File: src/rtl/riscv_lsu_pkg.sv
// ----------------------------------------------------------------------------
// riscv_lsu_pkg
// Shared types for the load/store unit back end: FSM state encoding, access
// size encodings and the word-crossing predicate.
// No ports (package). Imported by lsu_lane_align and dmem_lsu_master.
// ----------------------------------------------------------------------------
package riscv_lsu_pkg;

    typedef enum logic [2:0] {
        IDLE,
        RD_A,
        RD_B,
        CAP,
        WR_A,
        WR_B,
        RSP
    } lsu_state_e;

    localparam logic [1:0] SZ_BYTE = 2'd0;
    localparam logic [1:0] SZ_HALF = 2'd1;
    localparam logic [1:0] SZ_WORD = 2'd2;   // 2'd3 decodes as word as well

    // An access crosses into the next word when its last byte lies beyond
    // byte lane 3 of the first word.
    function automatic logic lsu_crossing(input logic [1:0] size, input logic [1:0] off);
        return ((size == SZ_HALF) && (off == 2'd3)) || (size[1] && (off != 2'd0));
    endfunction

endpackage

File: src/rtl/lsu_lane_align.sv
// ----------------------------------------------------------------------------
// lsu_lane_align
// Combinational lane steering for the LSU. Works on the 64-bit little-endian
// pair {hi, lo} so that word-crossing accesses use the same datapath.
//   i_size   access size (SZ_BYTE / SZ_HALF / word)
//   i_uns    zero-extend the load result
//   i_off    byte offset inside the first word
//   i_lo     first (lower-addressed) memory word
//   i_hi     second memory word (zero when unused)
//   i_wdata  right-aligned store data
//   o_rdata  extracted, extended load data
//   o_merged {hi, lo} with the store bytes merged in
// ----------------------------------------------------------------------------
module lsu_lane_align
    import riscv_lsu_pkg::*;
(
    input  logic [1:0]  i_size,
    input  logic        i_uns,
    input  logic [1:0]  i_off,
    input  logic [31:0] i_lo,
    input  logic [31:0] i_hi,
    input  logic [31:0] i_wdata,
    output logic [31:0] o_rdata,
    output logic [63:0] o_merged
);

    logic [63:0] w_cat;
    logic [5:0]  w_sh;
    logic [31:0] w_ext;
    logic [63:0] w_szmask;
    logic [63:0] w_mask;
    logic [63:0] w_wsh;

    assign w_cat = {i_hi, i_lo};
    assign w_sh  = {1'b0, i_off, 3'b000};
    assign w_ext = 32'(w_cat >> w_sh);

    always_comb begin
        w_szmask = 64'h0000_0000_FFFF_FFFF;
        o_rdata  = w_ext;
        case (i_size)
            SZ_BYTE: begin
                w_szmask = 64'h0000_0000_0000_00FF;
                o_rdata  = {{24{~i_uns & w_ext[7]}}, w_ext[7:0]};
            end
            SZ_HALF: begin
                w_szmask = 64'h0000_0000_0000_FFFF;
                o_rdata  = {{16{~i_uns & w_ext[15]}}, w_ext[15:0]};
            end
            default: ;
        endcase
    end

    assign w_mask   = w_szmask << w_sh;
    assign w_wsh    = {32'h0, i_wdata} << w_sh;
    assign o_merged = (w_cat & ~w_mask) | (w_wsh & w_mask);

endmodule

File: src/rtl/dmem_lsu_master.sv
// ----------------------------------------------------------------------------
// dmem_lsu_master
// LSU back end: takes byte/half/word loads and stores from the MEM stage and
// drives a word-wide, word-indexed DMEM with one-cycle registered read latency.
// Sub-word stores are read-modify-write (no byte enables on the memory).
//
// Build option: LSU_MISALIGNED_EN
//   defined   - word-crossing accesses are split into two word transactions
//   undefined - crossing requests complete at once with rsp_misaligned_o = 1
//
// Ports
//   clk, reset_n            clock, async active-low reset
//   req_valid_i/ready_o     request handshake (ready only in IDLE)
//   req_we_i, req_size_i, req_unsigned_i, req_addr_i, req_wdata_i
//   rsp_valid_o             one-cycle completion pulse
//   rsp_rdata_o             last load result, held between load responses
//   rsp_misaligned_o        crossing access rejected (qualifies rsp_valid_o)
//   DMEM_*                  word-indexed memory port
// ----------------------------------------------------------------------------
module dmem_lsu_master
    import riscv_lsu_pkg::*;
#(
    parameter int ADDR_WIDTH = 32
) (
    input  logic                  clk,
    input  logic                  reset_n,
    input  logic                  req_valid_i,
    output logic                  req_ready_o,
    input  logic                  req_we_i,
    input  logic [1:0]            req_size_i,
    input  logic                  req_unsigned_i,
    input  logic [ADDR_WIDTH-1:0] req_addr_i,
    input  logic [31:0]           req_wdata_i,
    output logic                  rsp_valid_o,
    output logic [31:0]           rsp_rdata_o,
    output logic                  rsp_misaligned_o,
    output logic [ADDR_WIDTH-1:0] DMEM_addr_o,
    output logic                  DMEM_read_o,
    output logic                  DMEM_write_o,
    output logic [31:0]           DMEM_data_o,
    input  logic [31:0]           DMEM_data_i
);

    lsu_state_e            r_state, w_next;
    logic                  r_we, r_uns, r_cross;
    logic [1:0]            r_size;
    logic [ADDR_WIDTH-1:0] r_addr;
    logic [31:0]           r_wdata;
    logic [31:0]           r_lo;      // word A: store data, read data, then merged data
    logic [31:0]           r_rdata;
`ifdef LSU_MISALIGNED_EN
    logic [31:0]           r_hi;      // merged word B
`endif

    logic                  w_hs, w_req_cross, w_req_wsw;
    logic [ADDR_WIDTH-3:0] w_idx_a, w_idx_b;
    logic [31:0]           w_cap_lo, w_cap_hi, w_ld_data;
    logic [63:0]           w_merged;

    assign req_ready_o = reset_n & (r_state == IDLE);
    assign w_hs        = req_valid_i & req_ready_o;
    assign w_req_cross = lsu_crossing(req_size_i, req_addr_i[1:0]);
    // Aligned full-word store needs no read: the store data is the word.
    assign w_req_wsw   = req_we_i & req_size_i[1] & (req_addr_i[1:0] == 2'b00);

    assign w_idx_a = r_addr[ADDR_WIDTH-1:2];
    assign w_idx_b = w_idx_a + (ADDR_WIDTH-2)'(1);   // wraps at the top of memory

    // In CAP the memory is presenting the last word read. For a split access
    // word A was parked in r_lo during RD_B.
`ifdef LSU_MISALIGNED_EN
    assign w_cap_lo = r_cross ? r_lo : DMEM_data_i;
    assign w_cap_hi = r_cross ? DMEM_data_i : 32'h0;
`else
    assign w_cap_lo = DMEM_data_i;
    assign w_cap_hi = 32'h0;
    logic w_unused_hi;
    assign w_unused_hi = ^w_merged[63:32];
`endif

    lsu_lane_align u_align (
        .i_size   (r_size),
        .i_uns    (r_uns),
        .i_off    (r_addr[1:0]),
        .i_lo     (w_cap_lo),
        .i_hi     (w_cap_hi),
        .i_wdata  (r_wdata),
        .o_rdata  (w_ld_data),
        .o_merged (w_merged)
    );

    always_ff @(posedge clk or negedge reset_n) begin
        if (!reset_n) begin
            r_state <= IDLE;
            r_we    <= 1'b0;
            r_uns   <= 1'b0;
            r_cross <= 1'b0;
            r_size  <= SZ_BYTE;
            r_addr  <= '0;
            r_wdata <= 32'h0;
            r_lo    <= 32'h0;
            r_rdata <= 32'h0;
`ifdef LSU_MISALIGNED_EN
            r_hi    <= 32'h0;
`endif
        end else begin
            r_state <= w_next;
            if (w_hs) begin
                r_we    <= req_we_i;
                r_uns   <= req_unsigned_i;
                r_cross <= w_req_cross;
                r_size  <= req_size_i;
                r_addr  <= req_addr_i;
                r_wdata <= req_wdata_i;
                r_lo    <= req_wdata_i;
            end
`ifdef LSU_MISALIGNED_EN
            if (r_state == RD_B) r_lo <= DMEM_data_i;
`endif
            if (r_state == CAP) begin
                if (r_we) begin
                    r_lo <= w_merged[31:0];
`ifdef LSU_MISALIGNED_EN
                    r_hi <= w_merged[63:32];
`endif
                end else begin
                    r_rdata <= w_ld_data;
                end
            end
        end
    end

    always_comb begin
        w_next       = r_state;
        DMEM_read_o  = 1'b0;
        DMEM_write_o = 1'b0;
        DMEM_addr_o  = '0;
        DMEM_data_o  = 32'h0;
        case (r_state)
            IDLE: begin
                if (req_valid_i) begin
                    w_next = w_req_wsw ? WR_A : RD_A;
`ifndef LSU_MISALIGNED_EN
                    if (w_req_cross) w_next = RSP;
`endif
                end
            end
            RD_A: begin
                DMEM_read_o = 1'b1;
                DMEM_addr_o = {2'b00, w_idx_a};
                w_next      = CAP;
`ifdef LSU_MISALIGNED_EN
                if (r_cross) w_next = RD_B;
`endif
            end
`ifdef LSU_MISALIGNED_EN
            RD_B: begin
                DMEM_read_o = 1'b1;
                DMEM_addr_o = {2'b00, w_idx_b};
                w_next      = CAP;
            end
`endif
            CAP: w_next = r_we ? WR_A : RSP;
            WR_A: begin
                DMEM_write_o = 1'b1;
                DMEM_addr_o  = {2'b00, w_idx_a};
                DMEM_data_o  = r_lo;
                w_next       = RSP;
`ifdef LSU_MISALIGNED_EN
                if (r_cross) w_next = WR_B;
`endif
            end
`ifdef LSU_MISALIGNED_EN
            WR_B: begin
                DMEM_write_o = 1'b1;
                DMEM_addr_o  = {2'b00, w_idx_b};
                DMEM_data_o  = r_hi;
                w_next       = RSP;
            end
`endif
            RSP:     w_next = IDLE;
            default: w_next = IDLE;
        endcase
    end

    assign rsp_valid_o = (r_state == RSP);
    assign rsp_rdata_o = r_rdata;
`ifdef LSU_MISALIGNED_EN
    assign rsp_misaligned_o = 1'b0;
`else
    assign rsp_misaligned_o = (r_state == RSP) & r_cross;
`endif

endmodule

File: config.mk
export PLATFORM = sky130hd
export DESIGN_NAME = dmem_lsu_master
export DESIGN_NICKNAME = d
export VERILOG_FILES = /design/src/rtl/riscv_lsu_pkg.sv /design/src/rtl/lsu_lane_align.sv /design/src/rtl/dmem_lsu_master.sv
export SDC_FILE = /design/constraint.sdc
export NUM_CORES = 1
export LEC_CHECK = 0
export ABC_AREA = 1
export BUFFER_PORTS_ARGS = -buffer_cell sky130_fd_sc_hd__buf_2
export CAP_MARGIN = 20
export CORE_MARGIN = 4
export CORE_UTILIZATION = 30
export CTS_CLUSTER_DIAMETER = 150
export DETAILED_ROUTE_END_ITERATION = 12
export GPL_TIMING_DRIVEN = 1
export SETUP_SLACK_MARGIN = 0.4
export SYNTH_ARGS = -nofsm -noshare
export SYNTH_HDL_FRONTEND = slang
export SYNTH_HIERARCHICAL = 1
export SYNTH_SLANG_ARGS = --single-unit
File: constraint.sdc
create_clock -name clk -period 2.33 [get_ports clk]
set_input_delay 0.233 -clock clk [delete_from_list [all_inputs] [get_ports clk]]
set_output_delay 0.233 -clock clk [all_outputs]
set_load 0.01 [all_outputs]
== After elaboration in Yosys (flattened, before gate mapping) ==
Cells that the tools add are included.

* Equal/unequal tests: 8
* Reduce and logical (&&, ||, !) cells: 9
* Muxes and demuxes: 14
* Bitwise gates (word level): 13
* Shifts and indexed selects: 3

{| class="wikitable"
|+ Operators with widths
! operator !! number
|-
| 32-bit 2-to-1 mux || 4
|-
| 32-bit one-hot mux with 2 select lines || 2
|-
| 32-bit AND || 2
|-
| 32-bit by 5-bit << shifter with 32-bit output || 2
|-
| 32-bit inverter || 1
|-
| 32-bit OR || 1
|-
| 32-bit by 5-bit right shift with 32-bit output || 1
|-
| 30-bit 2-to-1 mux || 1
|-
| 3-bit one-hot mux with 4 select lines || 1
|-
| 3-bit 2-to-1 mux || 3
|-
| 1-bit AND || 7
|-
| 3-bit == test (second input constant) || 2
|-
| 2-bit by 1-bit == test with 1-bit output (second input constant) || 2
|-
| 2-bit zero test || 2
|-
| 3-bit by 1-bit == test with 1-bit output (second input constant) || 1
|-
| 3-bit by 2-bit == test with 1-bit output (second input constant) || 1
|-
| 3-bit zero test || 1
|-
| 2-bit == test (second input constant) || 1
|-
| 1-bit logical AND || 2
|-
| 1-bit 2-to-1 mux || 2
|-
| 2-bit 2-to-1 mux || 1
|-
| 2-bit != test (second input constant) || 1
|-
| 1-bit inverter || 2
|-
| 2-bit AND reduction || 1
|-
| 3 further kinds || 3
|}

* Flip-flop bits (word level): 136
* Output and inout port bits: 101
* Input bits: 103
* Logic and storage cells: 56

== Longest topological paths before layout ==
Gate-level depths: netlist of the first run.

* Depth in word-level cells: 8
* Gate-level depth with buffers: 11
* Gate-level depth less buffers: 9

== Modules after synthesis ==
The synthesis of the first run kept the hierarchy.

{| class="wikitable"
|+ Modules (own cells, without submodules)
! module !! instances !! cells an instance !! sequential area each (sq um) !! area an instance (sq um)
|-
| dmem_lsu_master || 1 || 804 || 3,403.3 || 6,115.9
|-
| lsu_lane_align || 1 || 561 || 0.0 || 2,498.6
|}

== Least setup slack after synthesis of the first run ==
Ideal clock, no wire load.

* Path kind: reg-to-output
* Start point: reg r_state[1]
* End point: out DMEM_addr_o[0]
* Setup slack: 0.914 ns
* Cell stages (with the launch flop): 7
* Path buffers: 1
* Arrival: 1.183 ns
* Required time: 2.097 ns
* Path through: dfrtp_1 > nor2_4 > nand2_1 > nand2_1 > inv_1 > buf_2 > nor2_1

* Cells in the longest elaborated chain, start to end: 3
* Elaborated cells between the ends (all ways): 4
* Classes of those cells: eq/ne: 2; mux: 1; reduce/logical: 1

{| class="wikitable"
|+ Ends and longest elaborated chain
! item !! line !! text
|-
| start: declaration || dmem_lsu_master.sv:44 || <nowiki>lsu_state_e r_state, w_next;</nowiki>
|-
| start signal: assignment || dmem_lsu_master.sv:107 || <nowiki>r_state <= w_next;</nowiki>
|-
| 3-bit == test or 3-bit by 1-bit == test with 1-bit output (tied branches) || dmem_lsu_master.sv:139 || <nowiki>case (r_state)</nowiki>
|-
| 2-bit OR reduction (no line) * || - ||
|-
| 30-bit 2-to-1 mux * || dmem_lsu_master.sv:139 ||
|-
| end: declaration || dmem_lsu_master.sv:37 || <nowiki>output logic [ADDR_WIDTH-1:0] DMEM_addr_o,</nowiki>
|}

Mark *: on every way between the ends. The rest lies on a longest branch, timed or not.

== Worst setup path in the final report of the first run ==
* Start point: reg r_state[1]
* End point: out DMEM_addr_o[12]

Same word-level chain as after synthesis.

==> results of run 1 <==
-- registers in the layout (all words and copies together), names as in the netlist --
signal,count
r_size,2
r_we,1
r_uns,1
r_cross,1
rsp_rdata_o,32
r_state,3
r_lo,32
r_wdata,32
r_addr,32
-- timing repair --
action / in CTS / in global routing
pin swaps: 3 / 2
buffers inserted: 9 / 7
hold endpoints to repair: 4 / 1
endpoints found under the setup margin: 62 / 125
cloned: 1 / 1
resized for setup: 9 / 31
hold buffers: 4 / 1
-- power groups by stage --
stage          combinational, mW  sequential, mW  clock, mW
3_5_place_dp                6.53            4.25          0
2_1_floorplan               4.55            4.18          0
5_1_grt                     7.97            4.36       2.71
6_report                    7.01            4.23       2.52
3_3_place_gp                6.46            4.23          0
4_1_cts                     6.79            4.22       2.60
-- final timing paths --
kind                                   end  depth (start not counted)
setup / recovery           DMEM_addr_o[12]                          7
hold / removal                    r_lo[12]                          2
setup reg to reg                 r_addr[1]                          8
hold reg to reg            rsp_rdata_o[15]                          2
max in group asynchronous      r_wdata[30]                          2
min in group clk                r_addr[16]                          3
-- stage by stage --
stage	hold slack (ns)	utilization	instances	area, um^2	setup slack [ns]
2_1_floorplan	-0.0626	-	1311	8340	0.914
3_3_place_gp	0.434	0.353	1795	9520	0.377
3_5_place_dp	0.438	0.353	1795	9520	0.366
4_1_cts	0.000400	0.379	1841	10200	0.397
5_1_grt	0.00287	0.386	1850	10400	0.313
6_report	-0.150	0.386	1851	10400	0.403
-- area by class of cell --
type	instances	area, um^2
Inverter	181	686
Tap cell	341	427
Clock inverter	15	115
Sequential cell	136	3410
Timing Repair Buffer	238	1400
Timing Repair inverter	1	7.51
Multi-Input combinational cell	921	3930
Fill cell	2921	16600
Antenna cell	1	2.50
Clock buffer	17	425
-- metal layers --
layer	GRT usage	vias up	routed length, um
met4	0.0486	4	449
met1	0.242	3903	12600
met2	0.282	262	12800
met5	0	-	17
li1	-	4257	-
met3	0.0373	25	1490
-- worst register-to-register path, delay by kind of cell, from the launching register on --
kind | cells | cell delay [ns]
simple gates | 4 | 0.67
flops | 1 | 0.44
buf+inv | 4 | 0.67
==> flow_metrics.tcl, run 1 <==
set metrics [dict create \
    status "finished with violations" \
    failed_checks "negative hold slack" \
    crit_chain "inv_1, nand3_2, nand2_4, clkinvlp_4, buf_12, nor2_1, buf_2" \
    buffer_ports.inserted 201 \
    fp-row-count 60 \
    worst-path-buf-inv 4 \
    startpoint "r_state[1]" \
    core_area_um2 27000 \
    worstPathArrival_ns 1.69 \
    wire_length_of_the_first_global_routing_pass_um 42400 \
    post-route-min-period_ns 1.93 \
    wirelength_um 27300 \
    final_report_max_slew_violation_count 0 \
    final.setup_skew_ns 0.00845 \
    postSynthCellCount 1279 \
    die_width_um 174 \
    grt_remaining_overflow 0 \
    cpPeakStageDelay_ns 0.44 \
    end_kind "output pin" \
    detailroute.via_count 8451 \
    tritoncts "yes" \
    min-delay-path-class "input port to asynchronous set/reset pin" \
    sinks_on_the_clock_net 136 \
    worst-path-max-fanout 15 \
    critPathLaunchType "flip-flop" \
    synthToLayoutAreaGrowth_pct 26.4 \
    p_sw_mw 6.40 \
    pwr-share-clk 0.183 \
    crit_family "buffers and inverters" \
    unrepaired_setup_endpoints_after_global_routing "yes" \
    post-dp-hpwl_um 19800 \
    layout.cells.most_common_list "nand2_1 (456), buf_2 (200), nor2_1 (197)" \
    mostFrequentLayoutCell "nand2_1" \
    numCtsBuffers 17 \
    whs_ns -0.150 \
    maxSlewHeadroom 0.392 \
    setup.worst_path.class "flip-flop to output pin" \
    globalplace.congestion 0.908 \
    drive_gt1_frac 0.206 \
    tightestPinTransition_ns 0.912 \
    routedWlPerCell_um 14.8 \
    grt_antenna_before_repair 2 \
    power-per-cell-area_nw_per_um2 1320 \
    starting_density_of_the_core 0.305 \
    ant_nets 0 \
    netSwitchingFraction 0.465 \
    combinationalPowerShare 0.510 \
    yosys_warnings 6 \
    post-layout-total-power_mw 13.8 \
    insertion_delay_ns 0.42 \
    drc_errors 0 \
    post_drt_via_cell_ratio 4.57 \
    drtPass1Iterations 5 \
    static-leakage-power_nw 5.99 \
    grt_pass1_vias 7807 \
    finalSetupViolCount 0 \
    drt_first_iter_violations 599 \
    crit_path_top_delay_cell "dfrtp_2" \
    top_level_pins 204 \
    max_freq_ghz 0.519 \
    ctsLongestPathBuffers 2 \
    clockRootBuffer "clkbuf_16" \
    critical_path.reg2reg.startpoint "r_state[1]" \
    cts-htree-levels 4 \
    design.die.area_um2 30100 \
    post_synth_instance_area_um2 8220 \
    max_cap_violations 0 \
    fin_nets 1599 \
    worst_setup_hold_path_clk_slew_ns 0.06 \
    fp.dieH_um 174 \
    cellInternalPower_mw 7.36 \
    number_of_hold_violations_in_the_final_report 47 \
    finalCritPeriodShare 0.827 \
    gr-usage-all-layers 0.176 \
    vdd_drop_max_uv 526 \
    setup.reg_to_reg.worst_slack_ns 0.50 \
    total_negative_setup_slack_ns 0 \
    power_share_of_the_sequential_group 0.307 \
    worst-endpoint-required_ns 2.10 \
    postSynthAreaPerCell_um2 6.43 \
    maximum_number_of_pins_on_one_net_before_global_route_repair 138 \
]
(Power assumes the default switching activity.)
==> run 2, diff against run 1 <==
clock period = 1.9 ns   (was 2.33 ns; I/O delays follow)
==> flow_metrics.tcl, run 2 (same netlist as run 1, synthesis figures left out) <==
set metrics [dict create \
    whs_ns -0.00892 \
    vdd_drop_max_uv 632 \
    mostFrequentLayoutCell "nand2_1" \
    grt_remaining_overflow 0 \
    max_cap_violations 0 \
    pwr-share-clk 0.167 \
    clockRootBuffer "clkbuf_16" \
    max_freq_ghz 0.557 \
    tritoncts "yes" \
    sinks_on_the_clock_net 136 \
    layout.cells.most_common_list "nand2_1 (436), buf_2 (195), nor2_1 (185)" \
    synthToLayoutAreaGrowth_pct 48.6 \
    post-route-min-period_ns 1.80 \
    setup.worst_path.class "flip-flop to output pin" \
    post-layout-total-power_mw 20.3 \
    register_area_um2 3410 \
    final.setup_skew_ns 0.0140 \
    post-dp-hpwl_um 20500 \
    insertion_delay_ns 0.42 \
    wire_length_of_the_first_global_routing_pass_um 47100 \
    finalCritPeriodShare 0.945 \
    top_level_pins 204 \
    core_area_um2 27000 \
    grt_pass1_vias 8612 \
    worst_setup_hold_path_clk_slew_ns 0.07 \
    crit_family "flip-flops" \
    wirelength_um 32100 \
    post_drt_via_cell_ratio 4.68 \
    unrepaired_setup_endpoints_after_global_routing "yes" \
    ant_nets 0 \
    status "finished with violations" \
    cpPeakStageDelay_ns 0.45 \
    worst-path-stages 7 \
    num_antenna_cells 0 \
    combinationalPowerShare 0.573 \
    worst-path-max-fanout 8 \
    drtPass1Iterations 7 \
    ctsLongestPathBuffers 2 \
    finalSetupViolCount 0 \
    fp-row-count 60 \
    maximum_number_of_pins_on_one_net_before_global_route_repair 71 \
    number_of_hold_violations_in_the_final_report 5 \
    multi_input_area_um2 4270 \
    grt_antenna_before_repair 1 \
    critPathLaunchType "flip-flop" \
    die_width_um 174 \
    drt_first_iter_violations 708 \
    starting_density_of_the_core 0.305 \
    fp.dieH_um 174 \
    end_kind "output pin" \
    power-per-cell-area_nw_per_um2 1670 \
    routedWlPerCell_um 16.6 \
    detailroute.via_count 9070 \
    globalplace.congestion 0.902 \
    fillCellCount 2721 \
    buffer_ports.inserted 201 \
    final_report_max_slew_violation_count 0 \
    power_share_of_the_sequential_group 0.260 \
    netSwitchingFraction 0.452 \
    cts-htree-levels 4 \
    r2r_cells 9 \
    static-leakage-power_nw 6.79 \
    drc_errors 0 \
    gr-usage-all-layers 0.197 \
    tightestPinTransition_ns 0.958 \
    crit_path_top_delay_cell "dfrtp_2" \
    failed_checks "negative hold slack" \
    drive_gt1_frac 0.272 \
    fin_nets 1685 \
    min-delay-path-class "input port to asynchronous set/reset pin" \
    numCtsBuffers 17 \
    maxSlewHeadroom 0.362 \
    worst-endpoint-required_ns 1.71 \
    design.die.area_um2 30100 \
    cellInternalPower_mw 11.2 \
    worstPathArrival_ns 1.61 \
    worst-path-buf-inv 3 \
    total_negative_setup_slack_ns 0 \
    p_sw_mw 9.19 \
    crit_chain "nor2_4, nand2_2, nand2_4, inv_6, buf_12, nor2_1, buf_2" \
]
==> run 2: power groups by stage <==
| stage | Clock, mW | Combinational (mW) | Sequential, mW |
|---|---|---|---|
| 6_report | 3.41 | 11.7 | 5.28 |
| 5_1_grt | 3.64 | 12.8 | 5.44 |
| 4_1_cts | 3.49 | 10.5 | 5.24 |
| 3_5_place_dp | 0 | 8.37 | 5.25 |
| 3_3_place_gp | 0 | 8.29 | 5.24 |
| 2_1_floorplan | 0 | 5.58 | 5.13 |
==> run 2: worst reg2reg max path, stage by stage, from the launching register on <==
cell,delay [ns]
dfrtp_2,0.45
nor2_4,0.13
buf_4,0.14
nand4_4,0.19
buf_6,0.20
inv_4,0.06
buf_8,0.13
buf_12,0.13
nand2_1,0.07
o21ai_0,0.10
==> run 2: stage by stage <==
| stage | cells | area (um^2) | hold slack (ns) | util | worst slack [ns] |
|---|---|---|---|---|---|
| 6_report | 1936 | 12200 | -0.00892 | 0.453 | 0.105 |
| 3_3_place_gp | 1812 | 9690 | 0.398 | 0.360 | 0.213 |
| 2_1_floorplan | 1311 | 8340 | -0.106 | - | 0.515 |
| 4_1_cts | 1912 | 11600 | 0.00280 | 0.429 | 0.0987 |
| 3_5_place_dp | 1812 | 9690 | 0.407 | 0.360 | 0.205 |
| 5_1_grt | 1936 | 12200 | 0.0220 | 0.453 | 0.0435 |
==> run 2: per-layer routing <==
layer | global-route usage | up-vias | routed length, um
li1 | - | 4471 | -
met2 | 0.313 | 347 | 14900
met3 | 0.0353 | 42 | 1980
met5 | 0 | - | 7
met4 | 0.0655 | 2 | 729
met1 | 0.272 | 4208 | 14500
==> run 2: path summary, 6_finish.rpt <==
check / from / endpoint / slack, ns
worst max-delay path: r_state[1] / DMEM_addr_o[25] / 0.10
worst min-delay path: reset_n / r_wdata[2] / -0.009
worst max register to register: r_state[1] / r_addr[3] / 0.20
worst min register to register: rsp_rdata_o[10] / rsp_rdata_o[10] / 0.47
max in group asynchronous: reset_n / rsp_rdata_o[26] / 1.23
min in group clk: req_wdata_i[30] / r_wdata[30] / 0.02
==> run 2: final cells by class <==
type                            count  share of cell area
Multi-Input combinational cell    922               0.349
Tap cell                          341              0.0349
Clock buffer                       17              0.0348
Inverter                          181              0.0585
Clock inverter                     15              0.0138
Timing Repair inverter              1            0.000922
Sequential cell                   136               0.279
Timing Repair Buffer              323               0.229
==> run 2: repair_timing <==
action | CTS | global route
resized for setup | 119 | 85
cloned | 15 | 14
hold endpoints to repair | 32 | 0
setup endpoints to repair | 119 | 198
hold buffers | 32 | 0
setup buffers | 21 | 10
pin swaps | 17 | 30
==> run 3, diff against run 2 <==
CTS_BUF_LIST = sky130_fd_sc_hd__clkbuf_4 sky130_fd_sc_hd__clkbuf_8   (was unset)
MAX_ROUTING_LAYER = met4   (was unset)
==> flow_metrics.tcl, run 3 (same netlist as run 1, synthesis figures left out) <==
set metrics [dict create \
    drc_errors 0 \
    setup.worst_path.class "flip-flop to output pin" \
    fin_nets 1738 \
    worst_setup_hold_path_clk_slew_ns 0.11 \
    numCtsBuffers 17 \
    drtPass1Iterations 7 \
    detailroute.via_count 9397 \
    design.die.area_um2 30100 \
    post-place-ws_ns 0.0884 \
    sinks_on_the_clock_net 136 \
    power-per-cell-area_nw_per_um2 1640 \
    vdd_drop_max_uv 701 \
    multi_input_area_um2 4760 \
    fillCellCount 2632 \
    whs_ns 0.0320 \
    status "complete, no violations" \
    number_of_hold_violations_in_the_final_report 0 \
    max_cap_violations 0 \
    final_report_max_slew_violation_count 0 \
    drive_gt1_frac 0.328 \
    register_area_um2 3410 \
    starting_density_of_the_core 0.305 \
    tritoncts "yes" \
    critPathLaunchType "flip-flop" \
    crit_chain "nor2_4, nand2_2, nand2_4, inv_8, clkbuf_16, nor2_2, buf_2" \
    holdCritStartpoint "req_wdata_i[19]" \
    fp.dieH_um 174 \
    fp-row-count 60 \
    worst-endpoint-required_ns 1.71 \
    hold_end "r_wdata[19]" \
    finalCritPeriodShare 0.979 \
    post-route-min-period_ns 1.86 \
    insertion_delay_ns 0.47 \
    tightestPinTransition_ns 0.937 \
    crit_path_top_delay_cell "dfrtp_2" \
    top_level_pins 204 \
    grt_pass1_vias 8951 \
    min-delay-path-class "input port to flip-flop" \
    endpoint_of_the_lowest_slack_register_to_register_path "r_lo[31]" \
    grt_antenna_before_repair 0 \
    finalSetupViolCount 0 \
    globalplace.congestion 0.910 \
    ctsLongestPathBuffers 2 \
    timing.hold.worst_path_depth 3 \
    synthToLayoutAreaGrowth_pct 58.0 \
    max_freq_ghz 0.537 \
    wire_length_of_the_first_global_routing_pass_um 48300 \
    setup.reg_to_reg.worst_slack_ns 0.11 \
    clockRootBuffer "clkbuf_8" \
    core_area_um2 27000 \
    wirelength_um 32400 \
    r2r_cells 11 \
    routedWlPerCell_um 16.3 \
    worst-path-max-fanout 7 \
    end_kind "output pin" \
    maxSlewHeadroom 0.375 \
    cts-htree-levels 4 \
    static-leakage-power_nw 7.06 \
    grt_remaining_overflow 0 \
    unrepaired_setup_endpoints_after_global_routing "yes" \
    cpPeakStageDelay_ns 0.45 \
    ant_nets 0 \
    layout.cells.most_common_list "nand2_1 (407), buf_2 (193), nor2_1 (173)" \
    post-layout-total-power_mw 21.3 \
    drt_first_iter_violations 686 \
    post-route-worst-setup-slack_ns 0.0393 \
    die_width_um 174 \
    post-dp-hpwl_um 20700 \
    buffer_ports.inserted 201 \
    critical_path.reg2reg.startpoint "r_addr[0]" \
    maximum_number_of_pins_on_one_net_before_global_route_repair 69 \
    gr-usage-all-layers 0.207 \
    final.setup_skew_ns 0.0160 \
    mostFrequentLayoutCell "nand2_1" \
    num_antenna_cells 0 \
    post_drt_via_cell_ratio 4.72 \
    worstPathArrival_ns 1.67 \
]
## run 3: layout make-up
cell class              instances  share of cell area
clock buffers                  17              0.0180
clock inverters                15              0.0136
inverters                     181              0.0557
multi-input cells             924               0.366
flip-flops and latches        136               0.262
well taps                     341              0.0328
repair buffers                374               0.251
repair inverters                1            0.000578
## run 3: per-stage QoR
| step | TNS, ns | util | instance area (um^2) | instances |
|---|---|---|---|---|
| 2_1_floorplan | 0 | - | 8340 | 1311 |
| 3_3_place_gp | 0 | 0.361 | 9730 | 1815 |
| 3_5_place_dp | 0 | 0.361 | 9730 | 1815 |
| 4_1_cts | 0 | 0.443 | 11900 | 1963 |
| 5_1_grt | -0.863 | 0.482 | 13000 | 1989 |
| 6_report | 0 | 0.482 | 13000 | 1989 |
## run 3: worst max-delay path by stage
stage                           from               to  slack, ns  depth (start not counted)
final                     r_state[0]  DMEM_addr_o[23]       0.04                          7
after global routing      r_state[0]  DMEM_addr_o[24]      -0.07                          7
after CTS                 r_state[0]  DMEM_data_o[16]       0.03                          5
after detailed placement   r_addr[0]         r_lo[31]       0.09                          8
after global placement     r_addr[0]         r_lo[31]       0.08                          8
after floorplan            r_addr[1]  rsp_rdata_o[31]       0.52                          9
## run 3: routing by layer
| layer | vias up | global-route usage | share of wire |
|---|---|---|---|
| li1 | 4572 | - | - |
| met1 | 4439 | 0.270 | 0.45 |
| met2 | 327 | 0.329 | 0.48 |
| met3 | 59 | 0.0375 | 0.054 |
| met4 | 0 | 0.0662 | 0.024 |
| met5 | - | - | 0 |
## run 3: power breakdown
part / leakage, nW / switching [mW] / internal (mW)
logic: 5.18 / 7.62 / 5.94
clock network: 0.209 / 1.48 / 1.02
registers: 1.66 / 0.991 / 4.31
total: 7.06 / 10.1 / 11.3
## run 3: timing repair
action	CTS	global route
pin swaps	41	116
setup buffers	39	17
gates cloned	18	9
hold buffers	59	0
gates resized for setup	139	218
endpoints found under the hold margin	104	0
endpoints found under the setup margin	183	200
## run 3: critical path, delay by kind of cell (launching register included)
family / cells / cell delay, ns
buffers and inverters: 3 / 0.37
flip-flops: 1 / 0.45
AND/OR/NAND/NOR: 4 / 0.38
